**src/rtl/rmii_rx_frame_ctrl.sv**
```systemverilog
// Frame-level RMII receive controller: MAC filter, length/FCS verdict, single-frame buffer handoff.
// Define RMII_RX_CRC_CHECK_EN to build the FCS checker; otherwise only length and filter decide.
//
// state   | meaning
// IDLE    | waiting for rx_busy to rise
// RECV    | writing bytes of a frame into the buffer, filtering on the first 6 bytes
// DISCARD | ignoring the rest of a dropped, overflowed or filtered frame
// CHECK   | one-cycle length/FCS verdict, then back to IDLE
module rmii_rx_frame_ctrl #(
    parameter int          ADDR_W   = 11,
    parameter logic [47:0] MAC_ADDR = 48'h02_00_00_00_00_01,
    parameter int          MIN_LEN  = 64
) (
    input  logic              clk,
    input  logic              rst,
    input  logic [7:0]        rx_data,
    input  logic              rx_rdy,
    input  logic              rx_busy,
    output logic              buf_we,
    output logic [ADDR_W-1:0] buf_addr,
    output logic [7:0]        buf_wdata,
    output logic              frm_valid,
    output logic [ADDR_W:0]   frm_len,
    input  logic              frm_ack,
    output logic              crc_err,
    output logic [7:0]        drop_cnt
);

    typedef enum logic [1:0] {IDLE, RECV, DISCARD, CHECK} state_t;

    localparam logic [ADDR_W:0] BUF_SIZE  = {1'b1, {ADDR_W{1'b0}}};
    localparam logic [ADDR_W:0] MIN_LEN_W = (ADDR_W+1)'(MIN_LEN);
    localparam logic [ADDR_W:0] HDR_LEN   = (ADDR_W+1)'(6);
    localparam logic [ADDR_W:0] FCS_LEN   = (ADDR_W+1)'(4);
    localparam logic [ADDR_W:0] PTR_ONE   = (ADDR_W+1)'(1);

    state_t            state_q, state_d;
    logic              busy_q;
    logic [ADDR_W:0]   wr_ptr_q, wr_ptr_d;
    logic              uc_q, uc_d, bc_q, bc_d;
    logic              uc_n, bc_n;
    logic              buf_we_q, buf_we_d;
    logic [ADDR_W-1:0] buf_addr_q, buf_addr_d;
    logic [7:0]        buf_wdata_q, buf_wdata_d;
    logic              frm_valid_q, frm_valid_d;
    logic [ADDR_W:0]   frm_len_q, frm_len_d;
    logic              crc_err_q, crc_err_d;
    logic [7:0]        drop_cnt_q, drop_cnt_d;
    logic              drop_inc, discard;
    logic              frame_start, frame_end;
    logic [7:0]        mac_byte;
    logic              crc_good;

`ifdef RMII_RX_CRC_CHECK_EN
    logic [31:0] crc_q, crc_d;

    function automatic logic [31:0] crc_next(input logic [31:0] c, input logic [7:0] d);
        logic [31:0] r;
        r = c ^ {24'h0, d};
        for (int i = 0; i < 8; i++) r = r[0] ? ((r >> 1) ^ 32'hEDB88320) : (r >> 1);
        return r;
    endfunction

    // Running register over data+FCS lands on the fixed CRC-32 residue for a good frame.
    assign crc_good = (crc_q == 32'hDEBB20E3);
`else
    assign crc_good = 1'b1;
`endif

    assign frame_start = rx_busy & ~busy_q;
    assign frame_end   = ~rx_busy & busy_q;

    always_comb begin
        mac_byte = 8'h00;
        case (wr_ptr_q[2:0])
            3'd0:    mac_byte = MAC_ADDR[47:40];
            3'd1:    mac_byte = MAC_ADDR[39:32];
            3'd2:    mac_byte = MAC_ADDR[31:24];
            3'd3:    mac_byte = MAC_ADDR[23:16];
            3'd4:    mac_byte = MAC_ADDR[15:8];
            3'd5:    mac_byte = MAC_ADDR[7:0];
            default: mac_byte = 8'h00;
        endcase
    end

    always_comb begin
        state_d     = state_q;
        wr_ptr_d    = wr_ptr_q;
        uc_d        = uc_q;
        bc_d        = bc_q;
        uc_n        = uc_q;
        bc_n        = bc_q;
        buf_we_d    = 1'b0;
        buf_addr_d  = buf_addr_q;
        buf_wdata_d = buf_wdata_q;
        frm_valid_d = frm_valid_q;
        frm_len_d   = frm_len_q;
        crc_err_d   = 1'b0;
        drop_inc    = 1'b0;
        discard     = 1'b0;
`ifdef RMII_RX_CRC_CHECK_EN
        crc_d       = crc_q;
`endif

        if (frm_ack && frm_valid_q) frm_valid_d = 1'b0;

        case (state_q)
            IDLE: begin
                if (frame_start) begin
                    if (frm_valid_q) begin
                        state_d  = DISCARD;
                        drop_inc = 1'b1;
                    end else begin
                        state_d  = RECV;
                        wr_ptr_d = '0;
                        uc_d     = 1'b1;
                        bc_d     = 1'b1;
`ifdef RMII_RX_CRC_CHECK_EN
                        crc_d    = 32'hFFFFFFFF;
`endif
                    end
                end
            end
            RECV: begin
                if (rx_rdy) begin
                    if (wr_ptr_q == BUF_SIZE) begin
                        discard  = 1'b1;
                        drop_inc = 1'b1;
                    end else begin
                        buf_we_d    = 1'b1;
                        buf_addr_d  = wr_ptr_q[ADDR_W-1:0];
                        buf_wdata_d = rx_data;
                        wr_ptr_d    = wr_ptr_q + PTR_ONE;
`ifdef RMII_RX_CRC_CHECK_EN
                        crc_d       = crc_next(crc_q, rx_data);
`endif
                        if (wr_ptr_q < HDR_LEN) begin
                            uc_n = uc_q & (rx_data == mac_byte);
                            bc_n = bc_q & (rx_data == 8'hFF);
                            uc_d = uc_n;
                            bc_d = bc_n;
                            discard = ~uc_n & ~bc_n;
                        end
                    end
                end
                // A frame abandoned on its last byte has no end left to wait for.
                if (discard)        state_d = frame_end ? IDLE : DISCARD;
                else if (frame_end) state_d = CHECK;
            end
            CHECK: begin
                if ((wr_ptr_q >= MIN_LEN_W) && crc_good) begin
                    frm_valid_d = 1'b1;
                    frm_len_d   = wr_ptr_q - FCS_LEN;
                end else begin
                    crc_err_d = 1'b1;
                    drop_inc  = 1'b1;
                end
                state_d = IDLE;
            end
            DISCARD: begin
                if (frame_end) state_d = IDLE;
            end
            default: state_d = IDLE;
        endcase

        drop_cnt_d = (drop_inc && (drop_cnt_q != 8'hFF)) ? drop_cnt_q + 8'd1 : drop_cnt_q;
    end

    always_ff @(posedge clk or posedge rst) begin
        if (rst) begin
            state_q     <= IDLE;
            busy_q      <= 1'b0;
            wr_ptr_q    <= '0;
            uc_q        <= 1'b0;
            bc_q        <= 1'b0;
            buf_we_q    <= 1'b0;
            buf_addr_q  <= '0;
            buf_wdata_q <= 8'h00;
            frm_valid_q <= 1'b0;
            frm_len_q   <= '0;
            crc_err_q   <= 1'b0;
            drop_cnt_q  <= 8'h00;
`ifdef RMII_RX_CRC_CHECK_EN
            crc_q       <= 32'hFFFFFFFF;
`endif
        end else begin
            state_q     <= state_d;
            busy_q      <= rx_busy;
            wr_ptr_q    <= wr_ptr_d;
            uc_q        <= uc_d;
            bc_q        <= bc_d;
            buf_we_q    <= buf_we_d;
            buf_addr_q  <= buf_addr_d;
            buf_wdata_q <= buf_wdata_d;
            frm_valid_q <= frm_valid_d;
            frm_len_q   <= frm_len_d;
            crc_err_q   <= crc_err_d;
            drop_cnt_q  <= drop_cnt_d;
`ifdef RMII_RX_CRC_CHECK_EN
            crc_q       <= crc_d;
`endif
        end
    end

    assign buf_we    = buf_we_q;
    assign buf_addr  = buf_addr_q;
    assign buf_wdata = buf_wdata_q;
    assign frm_valid = frm_valid_q;
    assign frm_len   = frm_len_q;
    assign crc_err   = crc_err_q;
    assign drop_cnt  = drop_cnt_q;

endmodule

```
**config.mk**
```make
export PLATFORM = sky130hd
export DESIGN_NAME = rmii_rx_frame_ctrl
export DESIGN_NICKNAME = d
export VERILOG_FILES = /design/src/rtl/rmii_rx_frame_ctrl.sv
export SDC_FILE = /design/constraint.sdc
export NUM_CORES = 1
export LEC_CHECK = 0
export BUFFER_PORTS_ARGS = -buffer_cell sky130_fd_sc_hd__buf_4
export CAP_MARGIN = 20
export CORE_UTILIZATION = 44
export DETAILED_ROUTE_END_ITERATION = 7
export HOLD_SLACK_MARGIN = 0.15
export PLACE_DENSITY = 0.77
export SLEW_MARGIN = 10
export SYNTH_ARGS = -nofsm -noshare
export SYNTH_HDL_FRONTEND = slang
export SYNTH_SLANG_ARGS = --single-unit
```
**constraint.sdc**
```tcl
create_clock -name clk -period 3.7 [get_ports clk]
set_input_delay 0.37 -clock clk [delete_from_list [all_inputs] [get_ports clk]]
set_output_delay 0.37 -clock clk [all_outputs]
set_load 0.02 [all_outputs]
```
==> reports/metrics.cfg <==
[worst_setup_path]
r2r-start=wr_ptr_q[2]
cp.arrival_ns=2.56
cp.required_ns=3.92
reg2reg_setup_slack_ns=1.36
path_class=flip-flop to flip-flop
startpoint=wr_ptr_q[2]
r2r_cells=8
cp_max_fo=34
crit_top_cell=nor2_1
crit_slowest_cell=dfrtp_1
endpoint_kind=flip-flop
worst-path-stages=8
critPathBufInv=2
cp-start-kind=flip-flop
crit_chain=inv_1 > ha_1 > and4b_1 > a31oi_2 > buf_4 > nor2_1 > nor4b_1 > nor2_1
cp_top_family=simple AND/OR/NAND/NOR gates
cp-endpoint=uc_q
rr_endpoint=uc_q
max_stage_delay_ns=0.53

[power]
ir_worst_vdd_mv=0.415
total_power_mw=2.18
leakage_nw=1.78
power_density_nw_per_um2=613

[synthesis]
ys_async_sr_fraction_pct=100
ys_seq_elements=59
syn_nets=283
ys_seq_area_share_pct=51.3
syn_area_sq_um=2880
synth_cells=262
synth.distinct_cells=42
ys_warn_count=0
avgSynthCellArea_sq_um=11.0
synth_top_flop_cell=dfrtp_1
synth_enable_flop_cells=0

[layout]
layout-drive-gt1-share_pct=31.4
syn_to_final_growth_pct=23.2
final_core_util_pct=55.8
nets=338
num_antenna_cells=0
final_cell_mix=dfrtp_1 (59), buf_4 (58), nor2_1 (34)
final_common_cell=dfrtp_1

[cts]
cts_setup_buffers=0
cts_buffer_depth=2
cts_tree=done
clock_latency_ns=0.34
cts_root_buf=clkbuf_8
clock-sinks=59
h-tree-depth=3
numCtsBuffers=9
clk_pin_slew_ns=0.06

[placed_design]
place_ws_ns=1.42
place.gp.congestion=0.839
dp_hpwl_um=3960
port_buffers=54

[timing]
fin_crit_sh_pct=63.2
worst_pin_slew_ns=0.809
setup_ws_ns=1.36
finalHoldViolations=0
setup_viol=0
layout_min_cycle_time_ns=2.34
grt_setup_unrepaired=no
max_freq_mhz=427
fin_worst_skew_ns=0.00536
timing.setup.tns_ns=0
max-slew-margin-rel_pct=46.0
drv_slew=0

[drt]
vias_per_cell=5.30
vias=2116
ant_nets=0
drc=0
wl_per_cell_um=14.5
dr.pass1.iters=5
wl_um=5770
drt_iter0_drc=101

[run]
cap_violations=0

[die]
die_w_um=82.9
io_pins=55
die_y_um=82.9
start_util_pct=45.3
core_sq_um=6350
dieArea_sq_um=6870
rows=29

[global_routing]
grt-ovfl-total=0
grt.total_usage_pct=18.7
grt_max_degree=40
grt_pass1_vias=2086
grt_pass1_wl_um=10100
antenna_found_initial=0

[outcome]
status=finished, final reports clean

[worst_hold_path]
hold_path.class=input port to asynchronous set/reset pin

==> registers in the layout (all words and copies together), names as in the netlist <==
signal / flops
frm_valid: 1
uc_q: 1
crc_err: 1
buf_addr: 11
bc_q: 1
busy_q: 1
wr_ptr_q: 12
frm_len: 12
drop_cnt: 8
state_q: 2
buf_wdata: 8
buf_we: 1
==> worst min-delay path by stage <==
| stage | startpoint | endpoint | slack, ns | depth (start not counted) |
|---|---|---|---|---|
| final | rst | frm_len[10] | 0.19 | 2 |
| after detailed placement | rx_busy | busy_q | 0.50 | 1 |
| after global routing | rst | frm_len[10] | 0.26 | 2 |
| after CTS | rst | frm_len[10] | 0.21 | 2 |
| after global placement | drop_cnt[7] | drop_cnt[7] | 0.49 | 1 |
| after floorplan | rx_busy | busy_q | 0.40 | 0 |
==> through the flow <==
stage | cell area, sq um | std cells | hold slack (ns)
finish | 3550 | 399 | 0.190
CTS | 3550 | 399 | 0.214
global route | 3550 | 399 | 0.257
global placement | 3330 | 382 | 0.492
floorplan | 2880 | 262 | 0.401
detailed placement | 3330 | 382 | 0.497
==> where the power goes <==
group          internal, mW  switching (mW)  total (mW)
Clock                 0.374           0.251       0.625
Sequential            0.765           0.128       0.894
Combinational         0.315           0.342       0.657
Total                  1.45           0.721        2.18
==> logic make-up after synthesis <==
kind of cell	after synthesis	share of synthesized area [%]
AND/OR/NAND/NOR	94	17.2
flip-flops	59	51.3
XOR/XNOR	26	7.91
AO/OA/AOI/OAI	25	6.30
buffers and inverters	25	4.17
multiplexers	25	9.69
adder cells (fa/ha/maj)	8	3.48
==> synth_stat cells (3+ instances only) <==
cell type   n  area share, %
a21oi_1    13            2.3
and3_1      5            1.1
buf_2       6            1.0
clkbuf_1    6           0.78
dfrtp_1    59             51
ha_1        8            3.5
inv_1      10            1.3
mux2_2     23            9.0
nand2_1    14            1.8
nand2b_1    4           0.87
nand3_1     9            1.6
nand4_1    11            2.4
nor2_1     34            4.4
nor3_1      3           0.52
xnor2_1    12            3.7
xor2_1     14            4.3
==> cell type report <==
type,instances,area (sq um)
clock buffers,10,128
well taps,77,96.3
clock inverters,6,80.1
repair buffers,59,445
inverters,10,37.5
multi-input cells,178,1280
flip-flops and latches,59,1480
fillers,555,2800
==> repair_timing <==
action / in CTS / in global routing
endpoints found under the setup margin: 0 / 0
endpoints found under the hold margin: 1 / 0
resized for setup: 0 / 0
hold buffers: 1 / 0
==> layer usage <==
metal	GRT usage [%]	up-vias	share of wire, %
li1	-	1024	-
met1	25.5	1023	48
met2	27.4	56	45
met3	5.07	13	4.6
met4	9.25	0	2.4
met5	0	-	0
(Power assumes the default switching activity.)
